`config.mk`:
```
export PLATFORM = sky130hd
export DESIGN_NAME = load_store_unit
export DESIGN_NICKNAME = d
export VERILOG_FILES = /design/src/rtl/load_store_unit.sv
export SDC_FILE = /design/constraint.sdc
export NUM_CORES = 1
export LEC_CHECK = 0
export ABC_AREA = 1
export CAP_MARGIN = 25
export CORE_UTILIZATION = 48
export CTS_CLUSTER_DIAMETER = 150
export DETAILED_ROUTE_END_ITERATION = 7
export PLACE_DENSITY_LB_ADDON = 0.2
export SETUP_SLACK_MARGIN = 0.4
export SYNTH_ARGS = -nofsm -noshare
export SYNTH_HDL_FRONTEND = slang
export SYNTH_SLANG_ARGS = --single-unit
```
`constraint.sdc`:
```
create_clock -name clk -period 3.2 [get_ports clk]
set_clock_uncertainty 0.2 [all_clocks]
set_input_delay 0.32 -clock clk [delete_from_list [all_inputs] [get_ports clk]]
set_output_delay 0.32 -clock clk [all_outputs]
set_load 0.005 [all_outputs]
```
`src/rtl/load_store_unit.sv`:
```
// rtl/load_store_unit.sv - RV32 load/store unit: request latch, size/alignment check, lane steering, load extension
module load_store_unit (
  input  logic        clk,
  input  logic        rst,
  input  logic        req_valid,
  output logic        req_ready,
  input  logic        req_we,
  input  logic [31:0] req_addr,
  input  logic [31:0] req_wdata,
  input  logic [2:0]  req_funct3,
  output logic        resp_valid,
  output logic [31:0] resp_rdata,
  output logic        resp_err,
  output logic [31:0] mem_addr,
  output logic [31:0] mem_wdata,
  output logic        mem_rd_strobe,
  output logic [3:0]  mem_wr_strobe,
  input  logic [31:0] mem_rdata
);

  typedef enum logic [1:0] {IDLE, ISSUE, LOAD, RESP} state_t;

  state_t      state, next_state;
  logic        accept;
  logic        req_err;
  logic [3:0]  req_strb;
  logic [31:0] req_lanes;
  logic        we_q;
  logic [2:0]  funct3_q;
  logic [1:0]  off_q;
  logic [3:0]  strb_q;
  logic [31:0] shifted;
  logic [31:0] load_ext;

  assign req_ready = (state == IDLE) && !rst;
  assign accept    = req_valid && req_ready;

  // Alignment and legality are judged on the live request so the error path needs no extra cycle.
  always_comb begin
    req_err = 1'b0;
    case (req_funct3)
      3'b000:  req_err = 1'b0;
      3'b001:  req_err = req_addr[0];
      3'b010:  req_err = (req_addr[1:0] != 2'b00);
      3'b100:  req_err = req_we;
      3'b101:  req_err = req_we || req_addr[0];
      default: req_err = 1'b1;
    endcase
  end

  always_comb begin
    req_strb  = 4'b1111;
    req_lanes = req_wdata;
    case (req_funct3[1:0])
      2'b00: begin
        req_strb  = 4'b0001 << req_addr[1:0];
        req_lanes = {4{req_wdata[7:0]}};
      end
      2'b01: begin
        req_strb  = 4'b0011 << req_addr[1:0];
        req_lanes = {2{req_wdata[15:0]}};
      end
      default: begin
        req_strb  = 4'b1111;
        req_lanes = req_wdata;
      end
    endcase
  end

  always_ff @(posedge clk) begin
    if (rst) begin
      state <= IDLE;
    end else begin
      state <= next_state;
    end
  end

  always_comb begin
    next_state = state;
    case (state)
      IDLE:    if (accept) next_state = req_err ? RESP : ISSUE;
      ISSUE:   next_state = we_q ? RESP : LOAD;
      LOAD:    next_state = RESP;
      RESP:    next_state = IDLE;
      default: next_state = IDLE;
    endcase
  end

  // Memory-facing address/data only move on a legal accept, so they hold across errors and idle time.
  always_ff @(posedge clk) begin
    if (rst) begin
      we_q      <= 1'b0;
      funct3_q  <= 3'b000;
      off_q     <= 2'b00;
      strb_q    <= 4'b0000;
      mem_addr  <= 32'h0;
      mem_wdata <= 32'h0;
    end else if (accept && !req_err) begin
      we_q      <= req_we;
      funct3_q  <= req_funct3;
      off_q     <= req_addr[1:0];
      strb_q    <= req_strb;
      mem_addr  <= {req_addr[31:2], 2'b00};
      mem_wdata <= req_lanes;
    end
  end

  assign mem_rd_strobe = (state == ISSUE) && !we_q;
  assign mem_wr_strobe = ((state == ISSUE) && we_q) ? strb_q : 4'b0000;

  assign shifted = mem_rdata >> {off_q, 3'b000};

  always_comb begin
    load_ext = shifted;
    case (funct3_q)
      3'b000:  load_ext = {{24{shifted[7]}}, shifted[7:0]};
      3'b100:  load_ext = {24'h0, shifted[7:0]};
      3'b001:  load_ext = {{16{shifted[15]}}, shifted[15:0]};
      3'b101:  load_ext = {16'h0, shifted[15:0]};
      default: load_ext = shifted;
    endcase
  end

  // Response registers are written on the edge entering RESP and then hold until the next one.
  always_ff @(posedge clk) begin
    if (rst) begin
      resp_rdata <= 32'h0;
      resp_err   <= 1'b0;
    end else if (accept && req_err) begin
      resp_rdata <= 32'h0;
      resp_err   <= 1'b1;
    end else if ((state == ISSUE) && we_q) begin
      resp_rdata <= 32'h0;
      resp_err   <= 1'b0;
    end else if (state == LOAD) begin
      resp_rdata <= load_ext;
      resp_err   <= 1'b0;
    end
  end

  assign resp_valid = (state == RESP);

endmodule

```
==> run summary, run 1 <==
Setup Buffers After CTS: 0
Diodes inserted: 0
Vias in the first global route: 5,191
Final Cell Area: 7490 um^2
Via-per-instance ratio: 5.19
Critical path's largest stage delay: 0.68 ns
Hold Path Class: input port to flip-flop
Total grt overflow: 0
Dpl ws: 0.336 ns
Post-Route Utilization: 69.1%
R2R cell count: 8
Cts hold-fix bufs: 0
Max-slew headroom: 42.4%
CTS Buf Count: 9
Syn Inst Count: 783
Flops & latches, synth: 107
Non-filler cells, final: 1,097
Die W: 108 um
Slew Limit Fails: 0
Predominant post-synthesis flop cell: dfxtp_1
Worst Path Max Fanout: 72
Hold depth: 2
Initial antenna violation count: 0
P_leak: 2.90 nW
RePlAce Congestion: 0.935
Crit-path cells: clkdlybuf4s50_1 -> buf_4 -> nor2_1 -> nor2_1 -> nor2_4 -> nand3_4 -> nand2_1 -> a21oi_1
Final setup viols: 0
DIE HEIGHT: 108 um
Dpl cell area: 7300 um^2
Reg-to-reg critical path endpoint: mem_wdata[28]$_SDFFE_PP0P_
P&R area growth vs syn: 39.9%
Endpoints failing hold: 0
Share of the synthesized area in the top cell type: 40.0%
Yosys warns: 0
Share of synthesized registers carrying an async set or reset: 0%
Post-route ant nets: 0
Critical path endpoint category: flip-flop
Worst reg2reg path startpoint: state[0]$_SDFFE_PP0P_
Final net count: 1,060
Most used cell along the critical path: nor2_1
Post-Route WL: 15.8 mm
Resize count post-CTS: 0
Worst hold start: rst
Worst EP required: 3.22 ns
First-pass GRT wire length: 24.8 mm
Top cells by area, synth: dfxtp_1, nand2_1, nand3_1
FF-to-FF setup slack: 0.86 ns
H-tree Lvls: 3
CTS Sinks: 107
Worst Path Arrival: 2.57 ns
Worst Setup Path Type: input port to flip-flop
DRC viols: 0
Standard-cell rows: 38
EDFF count, synth: 0
Largest net degree at the start of global routing: 73
Fmax: 0.393 GHz
Clock buffer depth: 2
Outcome: complete, no violations
Pwr Density: 508 nW/um^2
DR pass1 iterations: 5
Critical Path Start Type: input port
Slew @ Worst Pin: 0.860 ns
Slowest-stage cell, CP: nand3_4
Core area: 10,800 um^2
Top Ports: 207
Post-synthesis sequential area ratio: 40.0%
Post-layout min period: 2.55 ns
Synthesized area: 5350 um^2
Commonest non-fill, non-tap cells in the layout: nand2_1, clkdlybuf4s50_1, nand3_1
Total Power: 3.81 mW
Post-route setup slack: 0.653 ns
Hold_ws: 0.231 ns
DR vias: 5,695
Period Utilization, post-route: 79.6%
Setup TNS: 0 ns
Max-Cap Viols: 0
Hold Path End: mem_addr[29]$_SDFFE_PP0P_
Gr usage total: 27.2%
Cell taking the most area after synthesis: dfxtp_1
DR iter-0 viols: 346
Synth cell types: 29
Placed Instances: 1,081
Avg Cell Area, Syn: 6.83 um^2
Root Driver: clkbuf_8
TritonCTS clock tree: yes
Commonest non-fill, non-tap cell in the layout: nand2_1
Fraction of layout cells with a size suffix above 1: 7.00%
Peak supply drop: 0.343 mV
Initial core utilization: 49.4%
WL per Instance: 14.4 um
Post-DP HPWL: 11.1 mm
Die area: 11,600 um^2
Worst-path clk slew: 0.12 ns
Clock Latency Late Sink: 0.37 ns
RSZ-0062 raised after global routing: false
Buffers on Ports: 204
==> cell families (layout without fill, tap and decap cells) <==
| group | Yosys count | after routing | share of synthesized area, % |
|---|---|---|---|
| adder cells (fa/ha/maj) | 5 | 5 | 1.17 |
| buffers and inverters | 88 | 261 | 8.72 |
| AND/OR/NAND/NOR | 451 | 451 | 37.3 |
| other | 1 | 2 | 0.0701 |
| AO/OA/AOI/OAI | 131 | 131 | 12.7 |
| flip-flops | 107 | 107 | 40.0 |
==> synth_stat cells, drive strengths merged, types with 5 or more instances <==
| cell | n |
|---|---|
| nand3 | 117 |
| dfxtp | 107 |
| nor2 | 70 |
| a21oi | 102 |
| or2 | 24 |
| ha | 5 |
| clkbuf | 16 |
| buf | 41 |
| nand2 | 228 |
| inv | 30 |
| o21ai | 20 |
| nand4 | 10 |
| o211ai | 7 |
==> worst max-delay path, delay by kind of cell <==
kind                   cells  cell delay (ns)
AO/OA/AOI/OAI              1             0.11
buffers and inverters      2             0.71
AND/OR/NAND/NOR            5             1.42
==> state kept, by name, summed over array words and instances (netlist names) <==
register    count
off_q           2
strb_q          4
resp_err        1
mem_wdata      32
we_q            1
state           2
mem_addr       30
resp_rdata     32
funct3_q        3
==> worst max-delay path by stage <==
| stage | startpoint | end | depth (start not counted) |
|---|---|---|---|
| after global placement | req_funct3[1] | mem_wdata[30]$_SDFFE_PP0P_ | 8 |
| after detailed placement | req_funct3[1] | mem_addr[5]$_SDFFE_PP0P_ | 8 |
| after floorplan | state[1]$_SDFFE_PP0P_ | resp_rdata[10]$_SDFFE_PP0P_ | 6 |
| after global routing | req_funct3[1] | funct3_q[1]$_SDFFE_PP0P_ | 8 |
| after CTS | req_funct3[1] | funct3_q[1]$_SDFFE_PP0P_ | 8 |
| final | req_funct3[1] | funct3_q[1]$_SDFFE_PP0P_ | 8 |
==> routing by layer <==
metal / vias up / GRT usage (%) / routed length [um]
li1: 2899 / - / -
met1: 2579 / 33.0 / 6800
met2: 196 / 46.6 / 7630
met3: 21 / 7.63 / 1160
met4: 0 / 8.02 / 261
met5: - / 0 / 0
==> where the power goes <==
part / internal [mW] / leakage, nW / switching (mW)
clock: 0.300 / 0.0913 / 0.494
combinational: 0.747 / 1.94 / 0.646
sequential: 1.52 / 0.868 / 0.102
total: 2.56 / 2.90 / 1.24
==> final cells by class <==
cell class | count | area [um^2]
clock buffers | 10 | 128
clock inverters | 6 | 61.3
fillers | 1000 | 3350
inverters | 31 | 116
multi-input cells | 589 | 2750
flip-flops and latches | 107 | 2140
well taps | 140 | 175
repair buffers | 214 | 2120
(Power assumes the default switching activity.)
==> run 2: changes to the inputs <==
CORE_UTILIZATION = 44   (was 48)
clock period = 2.6 ns   (was 3.2 ns; I/O delays follow)
==> run 2 against run 1 <==
Net effect: the flow now finishes with violations (design-rule violations); worst setup slack got worse by 0.19 ns; clock-buffer cell count did not move; power rose by 37%; sequential share of layout area fell by 1.1 points; first-iteration DRC count rose by 25%; combinational power rose by 29%; non-clock buffer count rose by 18; via count rose by 2.3%; flip-flop and latch count did not move; wire length rose by 5.5%; die area rose by 8.9%; critical path depth fell by 3; largest cell class unchanged.
==> run summary, run 2 (synthesized netlist as in run 1, its figures left out) <==
Period Utilization, post-route: 82.0%
Switching Fraction: 30.6% (-2.0 points)
Slew Limit Fails: 0 (unchanged)
Peak supply drop: 0.369 mV (+7.4%)
Die area: 12,600 um^2 (+8.9%)
First-pass GRT wire length: 26.7 mm (+7.4%)
Worst Setup Path Type: flip-flop to output port
Endpoints failing hold: 0 (unchanged)
Initial antenna violation count: 0 (unchanged)
Power Internal: 3.61 mW (+41%)
Net switching power: 1.59 mW (+28%)
Clock buffer depth: 2 (unchanged)
Worst Path Arrival: 1.67 ns (-0.90 ns)
Final setup viols: 0 (unchanged)
Hold Path Class: flip-flop to flip-flop
RSZ-0062 raised after global routing: false
CP top delay family: buffers and inverters
DR iter-0 viols: 433 (+25%)
Pwr Density: 667 nW/um^2 (+31%)
Post-Route Utilization: 67.1% (-1.9 points)
Slowest-stage cell, CP: clkdlybuf4s50_1
Critical path's largest stage delay: 0.53 ns (-0.15 ns)
Post-DP HPWL: 11.9 mm (+7.6%)
Post-layout min period: 2.13 ns
Max-Cap Viols: 0 (unchanged)
Gr usage total: 26.9% (-0.32 points)
Initial core utilization: 46.1% (-3.3 points)
Worst reg2reg path startpoint: state[0]$_SDFFE_PP0P_
Die W: 112 um (+4.4%)
Standard-cell rows: 39 (+2.6%)
DR pass1 iterations: 8 (+3)
Combinational share of power: 34.5% (-2.1 points)
Core area: 11,600 um^2 (+7.1%)
Hold_ws: 0.260 ns (+0.0289 ns)
Worst Path Max Fanout: 6 (-92%)
Crit-path cells: inv_2 -> ha_4 -> nand2_4 -> nor2_1 -> clkdlybuf4s50_1
Slew @ Worst Pin: 0.622 ns (-0.238 ns)
Critical Path Start Type: flip-flop
Commonest non-fill, non-tap cell in the layout: nand2_1
Commonest non-fill, non-tap cells in the layout: nand2_1, clkdlybuf4s50_1, nand3_1
CTS Sinks: 107 (unchanged)
Final net count: 1,078 (+1.7%)
RePlAce Congestion: 0.931 (-0.47%)
CTS Buf Count: 9 (unchanged)
R2R cell count: 5 (-3)
Fraction of layout cells with a size suffix above 1: 9.34% (+2.3 points)
Largest net degree at the start of global routing: 40 (-45%)
DR vias: 5,828 (+2.3%)
Root Driver: clkbuf_16
WL per Instance: 15.0 um (+3.6%)
Biggest regs: mem_wdata x32, resp_rdata x32, mem_addr x30
Vias in the first global route: 5,508 (+6.1%)
Worst-path clk slew: 0.07 ns (-0.05 ns)
WP buf/inv: 2 (unchanged)
Outcome: complete, but fails checks
Failing checks: design-rule violations
Worst hold start: mem_wdata[5]$_SDFFE_PP0P_
FF-to-FF setup slack: 0.66 ns (-0.20 ns)
Sequential share of power: 38.4% (-4.1 points)
Clock Latency Late Sink: 0.36 ns (about the same)
TritonCTS clock tree: yes
P&R area growth vs syn: 45.7%
Post-Route WL: 16.7 mm (+5.5%)
H-tree Lvls: 3 (unchanged)
Max-slew headroom: 58.4% (+16 points)
P_leak: 3.08 nW (+6.4%)
Buffers on Ports: 204 (unchanged)
Top Ports: 207 (unchanged)
Worst EP required: 2.14 ns (-1.08 ns)
Diodes inserted: 0 (unchanged)
Via-per-instance ratio: 5.22 (+0.50%)
Reg-to-reg critical path endpoint: resp_err$_SDFFE_PP0P_
DRC viols: 12 (+12)
Hold Path End: mem_wdata[5]$_SDFFE_PP0P_
DIE HEIGHT: 112 um (+4.4%)
Clock group share of total power: 27.1% (+6.2 points)
Critical path endpoint category: output port
Post-route ant nets: 0 (unchanged)
Fmax: 0.469 GHz
Total grt overflow: 0 (unchanged)
Hold depth: 2 (unchanged)
==> run 2: cell types whose count changed in the layout (fill, tap and decap cells not counted), moves of 3 or more <==
cell	change
buf_4	+15
clkbuf_16	+9
clkbuf_8	-8
clkdlybuf4s50_1	-3
clkinv_4	-3
dlygate4sd2_1	+3
==> run 2: cell type report <==
type	instances	area [um^2]
well taps	143	179
inverters	31	116
repair buffers	232	2290
clock inverters	5	60.1
clock buffers	10	239
multi-input cells	589	2770
fillers	1033	3820
flip-flops and latches	107	2140
==> run 2: worst max-delay path by stage <==
stage                                        endpoint                   from  depth (start not counted)
after floorplan           resp_rdata[10]$_SDFFE_PP0P_  state[1]$_SDFFE_PP0P_                          6
after global placement      mem_wdata[8]$_SDFFE_PP0P_            req_addr[0]                          7
after detailed placement   mem_wdata[10]$_SDFFE_PP0P_          req_funct3[1]                          7
after CTS                                   req_ready  state[0]$_SDFFE_PP0P_                          5
after global routing                 mem_wr_strobe[0]  state[1]$_SDFFE_PP0P_                          5
final                                mem_wr_strobe[0]  state[1]$_SDFFE_PP0P_                          5
==> run 2: repair_timing <==
item,4_1_cts,5_1_grt
setup endpoints to repair,5,2
resized for setup,8,4
hold buffers,1,0
hold endpoints to repair,1,0
setup buffers,0,0
==> run 2: tightest hold or removal path, cell delays in order (launching register included) <==
cell	delay [ns]
dfxtp_1	0.31
nand2_1	0.06
a21oi_1	0.05
==> run 2: routing by layer <==
layer / part of all wire [%] / track usage (%) / wire [um]
met1: 42 / 31.9 / 7010
met2: 46 / 44.3 / 7700
met3: 8.8 / 7.88 / 1480
met4: 3.1 / 13.7 / 525
met5: 0 / 0 / 0
==> run 2: metrics by stage <==
stage               TNS (ns)  power, mW  cells  area (um^2)  setup slack (ns)
global placement      -0.977       3.77   1100         7440           -0.0802
CTS                        0       5.22   1117         7790             0.399
global route               0       5.50   1117         7800             0.417
detailed placement         0       3.79   1101         7470             0.265
finish                     0       5.20   1117         7800             0.468
floorplan                  0       2.98    784         5350             0.953
==> run 2: power by group through the flow <==
stage | clock [mW] | sequential, mW | combinational (mW)
6_report | 1.41 | 2.00 | 1.79
2_1_floorplan | 0 | 2.03 | 0.957
3_5_place_dp | 0 | 2.03 | 1.76
5_1_grt | 1.50 | 2.03 | 1.98
3_3_place_gp | 0 | 2.03 | 1.74
4_1_cts | 1.43 | 2.00 | 1.79
